**config.mk**
```make
export PLATFORM = sky130hd
export DESIGN_NAME = alsu_result_buffer
export DESIGN_NICKNAME = d
export VERILOG_FILES = /design/src/rtl/alsu_res_pkg.sv /design/src/rtl/alsu_res_fifo.sv /design/src/rtl/alsu_result_buffer.sv
export SDC_FILE = /design/constraint.sdc
export NUM_CORES = 1
export LEC_CHECK = 0
export ABC_AREA = 1
export ABC_CLOCK_PERIOD_IN_PS = 2900
export CAP_MARGIN = 10
export CORE_MARGIN = 1.5
export CORE_UTILIZATION = 25
export CTS_CLUSTER_DIAMETER = 60
export DETAILED_ROUTE_END_ITERATION = 7
export GPL_ROUTABILITY_DRIVEN = 1
export SKIP_CTS_REPAIR_TIMING = 1
export SLEW_MARGIN = 20
export SYNTH_ARGS = -nofsm -noshare
export SYNTH_HDL_FRONTEND = slang
export SYNTH_HIERARCHICAL = 1
export SYNTH_SLANG_ARGS = --single-unit
```
**constraint.sdc**
```tcl
create_clock -name clk -period 2.9 [get_ports clk]
set_clock_uncertainty 0.2 [all_clocks]
set_input_delay 0.435 -clock clk [delete_from_list [all_inputs] [get_ports clk]]
set_output_delay 0.435 -clock clk [all_outputs]
set_load 0.005 [all_outputs]
```
**src/rtl/alsu_res_pkg.sv**
```systemverilog
`default_nettype none
// ============================================================================
// Module  : alsu_res_pkg
// Purpose : Shared types and constants for the ALSU result buffer slice.
//           - alarm_state_e : consecutive-invalid alarm FSM states
//           - alsu_res_t    : one captured ALSU result {invalid, out}
//           - RES_W         : width of a stored result without parity
// Options : ALSU_RES_PARITY_EN (see alsu_result_buffer) widens the stored
//           entry by one parity bit; the package itself is unaffected.
// Revision: 1.0 - initial release
// ============================================================================
package alsu_res_pkg;

    localparam int RES_W = 7;

    typedef enum logic [1:0] {
        OK    = 2'd0,
        RUN   = 2'd1,
        ALARM = 2'd2
    } alarm_state_e;

    typedef struct packed {
        logic              invalid;
        logic signed [5:0] out;
    } alsu_res_t;

endpackage
`default_nettype wire

```
**src/rtl/alsu_res_fifo.sv**
```systemverilog
`default_nettype none
// ============================================================================
// Module  : alsu_res_fifo
// Purpose : Synchronous register-based FIFO, first-word-fall-through.
//           The head entry is presented on rdata while the FIFO is non-empty
//           and forced to zero while empty, so stale contents never leak out
//           after a reset.
// Ports   : clk, rst        - clock, synchronous active-high reset
//           push, wdata     - write request and data (dropped when full
//                             unless a pop happens in the same cycle)
//           pop             - read request (ignored when empty)
//           rdata           - head entry
//           full, empty     - decoded from the occupancy counter
// Revision: 1.0 - initial release
// ============================================================================
module alsu_res_fifo #(
    parameter int DEPTH = 8,
    parameter int WIDTH = 7
) (
    input  logic             clk,
    input  logic             rst,
    input  logic             push,
    input  logic [WIDTH-1:0] wdata,
    input  logic             pop,
    output logic [WIDTH-1:0] rdata,
    output logic             full,
    output logic             empty
);

    localparam int                c_PTR_W    = (DEPTH > 1) ? $clog2(DEPTH) : 1;
    localparam logic [c_PTR_W:0]  c_FULL_CNT = (c_PTR_W + 1)'(DEPTH);

    logic [WIDTH-1:0]   r_mem [DEPTH];
    logic [c_PTR_W-1:0] r_wr_ptr;
    logic [c_PTR_W-1:0] r_rd_ptr;
    logic [c_PTR_W:0]   r_count;

    logic w_pop;
    logic w_push;

    assign empty = (r_count == '0);
    assign full  = (r_count == c_FULL_CNT);

    // A pop frees a slot in the same cycle, so a full FIFO still accepts a
    // push when it is being read.
    assign w_pop  = pop && !empty;
    assign w_push = push && (!full || w_pop);

    always_ff @(posedge clk) begin
        if (rst) begin
            r_wr_ptr <= '0;
            r_rd_ptr <= '0;
            r_count  <= '0;
        end else begin
            if (w_push) begin
                r_wr_ptr <= r_wr_ptr + 1'b1;
            end
            if (w_pop) begin
                r_rd_ptr <= r_rd_ptr + 1'b1;
            end
            if (w_push && !w_pop) begin
                r_count <= r_count + 1'b1;
            end else if (w_pop && !w_push) begin
                r_count <= r_count - 1'b1;
            end
        end
    end

    // Storage needs no reset: pointers and occupancy define what is valid.
    always_ff @(posedge clk) begin
        if (!rst && w_push) begin
            r_mem[r_wr_ptr] <= wdata;
        end
    end

    assign rdata = empty ? '0 : r_mem[r_rd_ptr];

endmodule
`default_nettype wire

```
**src/rtl/alsu_result_buffer.sv**
```systemverilog
`default_nettype none
// ============================================================================
// Module  : alsu_result_buffer
// Purpose : Captures qualified ALSU results into a FIFO, presents them to a
//           consumer over valid/ready, keeps a saturating count of invalid
//           results and raises an alarm after ALARM_THRESH consecutive
//           captured invalid results.
// Ports   : clk, rst        - clock, synchronous active-high reset
//           in_valid        - result qualifier (one capture per high cycle)
//           in_out          - signed 6-bit ALSU result, stored bit-exact
//           in_invalid      - ALSU invalid flag for this result
//           rd_ready        - consumer takes the head entry
//           rd_valid        - FIFO non-empty
//           rd_data         - head entry {invalid, out} (+ parity MSB)
//           full            - FIFO holds DEPTH entries
//           overflow        - sticky: a capture was dropped
//           invalid_cnt     - saturating count of invalid results
//           alarm           - consecutive-invalid alarm
//           alarm_clr       - clears alarm and overflow
// Options : ALSU_RES_PARITY_EN - when defined, each entry carries an even
//           parity bit over its 7 data bits, computed at push time, and
//           rd_data becomes 8 bits {parity, invalid, out}.
// Revision: 1.0 - initial release
// ============================================================================
module alsu_result_buffer
    import alsu_res_pkg::*;
#(
    parameter int DEPTH        = 8,
    parameter int ALARM_THRESH = 4,
    parameter int CNT_W        = 8
) (
    input  logic             clk,
    input  logic             rst,
    input  logic             in_valid,
    input  logic [5:0]       in_out,
    input  logic             in_invalid,
    input  logic             rd_ready,
    output logic             rd_valid,
`ifdef ALSU_RES_PARITY_EN
    output logic [RES_W:0]   rd_data,
`else
    output logic [RES_W-1:0] rd_data,
`endif
    output logic             full,
    output logic             overflow,
    output logic [CNT_W-1:0] invalid_cnt,
    output logic             alarm,
    input  logic             alarm_clr
);

`ifdef ALSU_RES_PARITY_EN
    localparam int c_DATA_W = RES_W + 1;
`else
    localparam int c_DATA_W = RES_W;
`endif
    localparam logic [CNT_W-1:0] c_CNT_MAX = {CNT_W{1'b1}};
    localparam logic [7:0]       c_THRESH  = 8'(ALARM_THRESH);

    alsu_res_t           w_res;
    logic [c_DATA_W-1:0] w_wdata;
    logic [c_DATA_W-1:0] w_rdata;
    logic                w_full;
    logic                w_empty;
    logic                w_pop;
    logic                w_inv_evt;
    logic                w_ok_evt;

    logic [CNT_W-1:0]    r_invalid_cnt;
    logic                r_overflow;
    alarm_state_e        r_state;
    alarm_state_e        w_state_nxt;
    logic [7:0]          r_run;
    logic [7:0]          w_run_nxt;
    logic                r_alarm;

    assign w_res = '{invalid: in_invalid, out: in_out};

`ifdef ALSU_RES_PARITY_EN
    assign w_wdata = {^w_res, w_res};
`else
    assign w_wdata = w_res;
`endif

    alsu_res_fifo #(
        .DEPTH (DEPTH),
        .WIDTH (c_DATA_W)
    ) u_fifo (
        .clk   (clk),
        .rst   (rst),
        .push  (in_valid),
        .wdata (w_wdata),
        .pop   (rd_ready),
        .rdata (w_rdata),
        .full  (w_full),
        .empty (w_empty)
    );

    assign rd_valid = !w_empty;
    assign rd_data  = w_rdata;
    assign full     = w_full;
    assign w_pop    = rd_ready && !w_empty;

    // Events are in_valid cycles only; idle cycles leave the FSM untouched.
    assign w_inv_evt = in_valid && in_invalid;
    assign w_ok_evt  = in_valid && !in_invalid;

    // ------------------------------------------------------------------
    // Sticky overflow: a capture arriving while full with no pop is lost.
    // ------------------------------------------------------------------
    always_ff @(posedge clk) begin
        if (rst) begin
            r_overflow <= 1'b0;
        end else if (alarm_clr) begin
            r_overflow <= 1'b0;
        end else if (in_valid && w_full && !w_pop) begin
            r_overflow <= 1'b1;
        end
    end

    // ------------------------------------------------------------------
    // Invalid counter counts every invalid event, dropped or not.
    // ------------------------------------------------------------------
    always_ff @(posedge clk) begin
        if (rst) begin
            r_invalid_cnt <= '0;
        end else if (w_inv_evt && (r_invalid_cnt != c_CNT_MAX)) begin
            r_invalid_cnt <= r_invalid_cnt + 1'b1;
        end
    end

    // ------------------------------------------------------------------
    // Consecutive-invalid alarm FSM
    // ------------------------------------------------------------------
    always_ff @(posedge clk) begin
        if (rst) begin
            r_state <= OK;
            r_run   <= 8'd0;
            r_alarm <= 1'b0;
        end else begin
            r_state <= w_state_nxt;
            r_run   <= w_run_nxt;
            r_alarm <= (w_state_nxt == ALARM);
        end
    end

    always_comb begin
        w_state_nxt = r_state;
        w_run_nxt   = r_run;
        case (r_state)
            OK: begin
                if (w_inv_evt) begin
                    w_run_nxt   = 8'd1;
                    w_state_nxt = (c_THRESH == 8'd1) ? ALARM : RUN;
                end else if (w_ok_evt) begin
                    w_run_nxt = 8'd0;
                end
            end
            RUN: begin
                if (w_inv_evt) begin
                    w_run_nxt = r_run + 8'd1;
                    if ((r_run + 8'd1) == c_THRESH) begin
                        w_state_nxt = ALARM;
                    end
                end else if (w_ok_evt) begin
                    w_run_nxt   = 8'd0;
                    w_state_nxt = OK;
                end
            end
            ALARM: begin
                // Latched until software acknowledges with alarm_clr.
            end
            default: begin
                w_state_nxt = OK;
                w_run_nxt   = 8'd0;
            end
        endcase
        // Clear overrides any event seen in the same cycle.
        if (alarm_clr) begin
            w_state_nxt = OK;
            w_run_nxt   = 8'd0;
        end
    end

    assign overflow    = r_overflow;
    assign invalid_cnt = r_invalid_cnt;
    assign alarm       = r_alarm;

endmodule
`default_nettype wire

```
==> metrics.md <==
| Metric | Value |
|---|---|
| Die X-Extent | ~130 um |
| Root buffer cell | clkbuf_16 |
| CTS tree | done |
| Dpl hpwl | 5.81 mm |
| Number of remaining DRC errors | 0 |
| Synth cell types | 31 |
| Leakage | 0.00211 uW |
| Initial antenna violation count | 0 |
| Achievable clock frequency | roughly 380 MHz |
| Cts bufs inserted | 9 |
| Initial DRC count | 183 |
| Vias per inst | between 4 and 5 |
| Ant diodes | 0 |
| Share of layout cells above drive strength 1 | 0.0847 |
| H-tree depth | 3 |
| CP required | 2270 ps |
| Register area share after synthesis | 0.561 |
| CP Class | reg2out |
| Syn_nets | slightly above 500 |
| Max incr delay on CP | 530 ps |
| Worst-path fanout max | 14 |
| Die height | 132 um |
| Clk_lat worst skew | 340 ps |
| Yosys warning total | 6 |
| Largest net degree at the start of global routing | 29 |
| Core area | approximately 0.016 sq mm |
| # setup viols final | 0 |
| VDD IR max | around 0.40 mV |
| Synth Cell Area | roughly 0.0042 sq mm |
| Worst setup SP type | flip-flop |
| Commonest non-fill, non-tap cell in the layout | nand2_1 |
| Placed cell areas | approximately 0.0048 sq mm |
| Initial Util | 0.253 |
| GR Overflow Total | 0 |
| Setup TNS | 0 ps |
| Layout net count | 558 |
| Crit-path cells | inv_1, nand3_1, nand3_1, nand2_1, nor2_1, clkdlybuf4s50_1 |
| WL final | 8.71 mm |
| Max stage delay cell, worst path | clkdlybuf4s50_1 |
| Most used DFF post-synth | edfxtp_1 |
| First-pass DRT Iterations | 4 |
| Period utilization | 0.917 |
| Asr flop ratio synth | 0 |
| Power Density | ~700 mW/mm^2 |
| Worst Max-Slew Pin Slew | 532 ps |
| GP Congestion | 0.810 |
| RSZ-0062 raised after global routing | no |
| Port Buffers | 30 |
| Clock sinks | 89 |
| First-pass GRT wire length | 14.8 mm |
| Rel. slew slack | 0.642 |
| Status | completed |
| Vias in the first global route | approximately 3k |
| Design area | 0.00506 sq mm |
| Min Clock Period, post-route | 2660 ps |
| Cell mode on critical path | nand3_1 |
| Worst Setup End Kind | output port |
| Routed Antenna Nets | 0 |
| Area grow syn2layout | 21.3% |
| Die area | roughly 0.017 sq mm |
| Post-synth EDFFs | 56 |
| Clk buf depth | 2 |
| IO Count | 31 |
| Worst Hold Class | reg2reg |
| Final Hold Viols | 0 |
| Row count | 47 |
| Via count | 3092 |
| Register bit count reported by yosys | 89 |
| Arrival @ worst endpoint | 2020 ps |
| Number of cells produced by synthesis | slightly below 500 |
| Most frequent cells in the layout | nand2_1 (167), inv_1 (68), edfxtp_1 (56) |
| Pins Over Slew Limit | 0 |
| Overall routing resource usage | 0.108 |
| Max-Cap Viols | 0 |
| Layout fillers | about 1.8k |
| Detailed-route wire length per cell | 11.4 um |
| Synthesized area per cell | roughly 8.5 sq um |
| Reg clk slew, reported paths | around 70 ps |
report_power, final:
group | total [uW] | internal [uW] | switching [uW]
Combinational | 1000 | 426 | 574
Clock | 1090 | 592 | 495
Sequential | 1480 | 1420 | 65.1
Total | 3570 | 2430 | 1130
cell usage after synthesis, types with 2 or more instances:
| cell type | number | area [sq um] |
|---|---|---|
| a21oi_1 | 22 | 110 |
| nor2_1 | 48 | 180 |
| ha_1 | 7 | 87.6 |
| nand2_1 | 167 | 627 |
| nor2_2 | 4 | 25.0 |
| inv_1 | 68 | 255 |
| nand3_2 | 2 | 20.0 |
| o21ai_0 | 9 | 45.0 |
| nor3_1 | 3 | 15.0 |
| inv_2 | 3 | 11.3 |
| edfxtp_1 | 56 | 1680 |
| buf_6 | 5 | 56.3 |
| dfxtp_1 | 33 | 661 |
| nand3_1 | 37 | 185 |
| nand3b_1 | 2 | 15.0 |
| nand4_1 | 2 | 12.5 |
| buf_2 | 2 | 10.0 |
| o21a_1 | 2 | 15.0 |
| xor2_1 | 4 | 35.0 |
| nand2_2 | 3 | 18.8 |
layer usage:
metal	up-vias	global-route usage	share of wire
li1	1655	-	-
met1	1373	0.146	0.49
met2	62	0.168	0.45
met3	2	0.0358	0.051
met4	0	0.0220	0.0042
met5	-	0	0
worst paths after layout:
path                                  startpoint                        endpoint  slack (ps)  depth (start not counted)
hold reg to reg            overflow$_SDFFE_PP0P_           overflow$_SDFFE_PP0P_         280                          2
hold / removal             overflow$_SDFFE_PP0P_           overflow$_SDFFE_PP0P_         280                          2
setup / recovery                       flip-flop                      rd_data[6]         240                          6
setup reg to reg  u_fifo/r_count[0]$_SDFFE_PP0P_  u_fifo/r_count[3]$_SDFFE_PP0P_         680                         12
stage by stage:
stage               utilization  total power, uW  hold WS [ps]  cells  setup slack, ps
finish                    0.308             3570           280    763              241
global route              0.308             3820           323    763             20.1
CTS                       0.307             3600           282    763              128
detailed placement        0.290             2510           257    747              221
global placement          0.290             2500           264    747              246
floorplan                     -             2170           250    490              724
flip-flops by register name, indices dropped and copies added (netlist names), named ones only:
register         cells
r_state              2
invalid_cnt          8
u_fifo/r_rd_ptr      3
u_fifo/r_mem        56
u_fifo/r_wr_ptr      3
alarm                1
overflow             1
r_run                8
u_fifo/r_count       4
cells by family after synthesis:
group | synth area share
flip-flops | 0.561
AND/OR/NAND/NOR | 0.272
buffers and inverters | 0.0852
AO/OA/AOI/OAI | 0.0456
adder cells (fa/ha/maj) | 0.0258
XOR/XNOR | 0.0105
area by class of cell:
cell class | count | area [sq um] | share of cell area
Tap cell | 220 | 275 | 0.0544
Inverter | 71 | 269 | 0.0531
Clock buffer | 10 | 229 | 0.0452
Clock inverter | 6 | 48.8 | 0.00964
Timing Repair Buffer | 46 | 424 | 0.0838
Multi-Input combinational cell | 321 | 1480 | 0.291
Sequential cell | 89 | 2340 | 0.463
critical path, delay by kind of cell, from the launching register on:
kind,cells,cell delay [ps]
simple gates,4,460
buf+inv,2,920
flops,1,310
No activity file was read; power rests on OpenSTA's default activity.
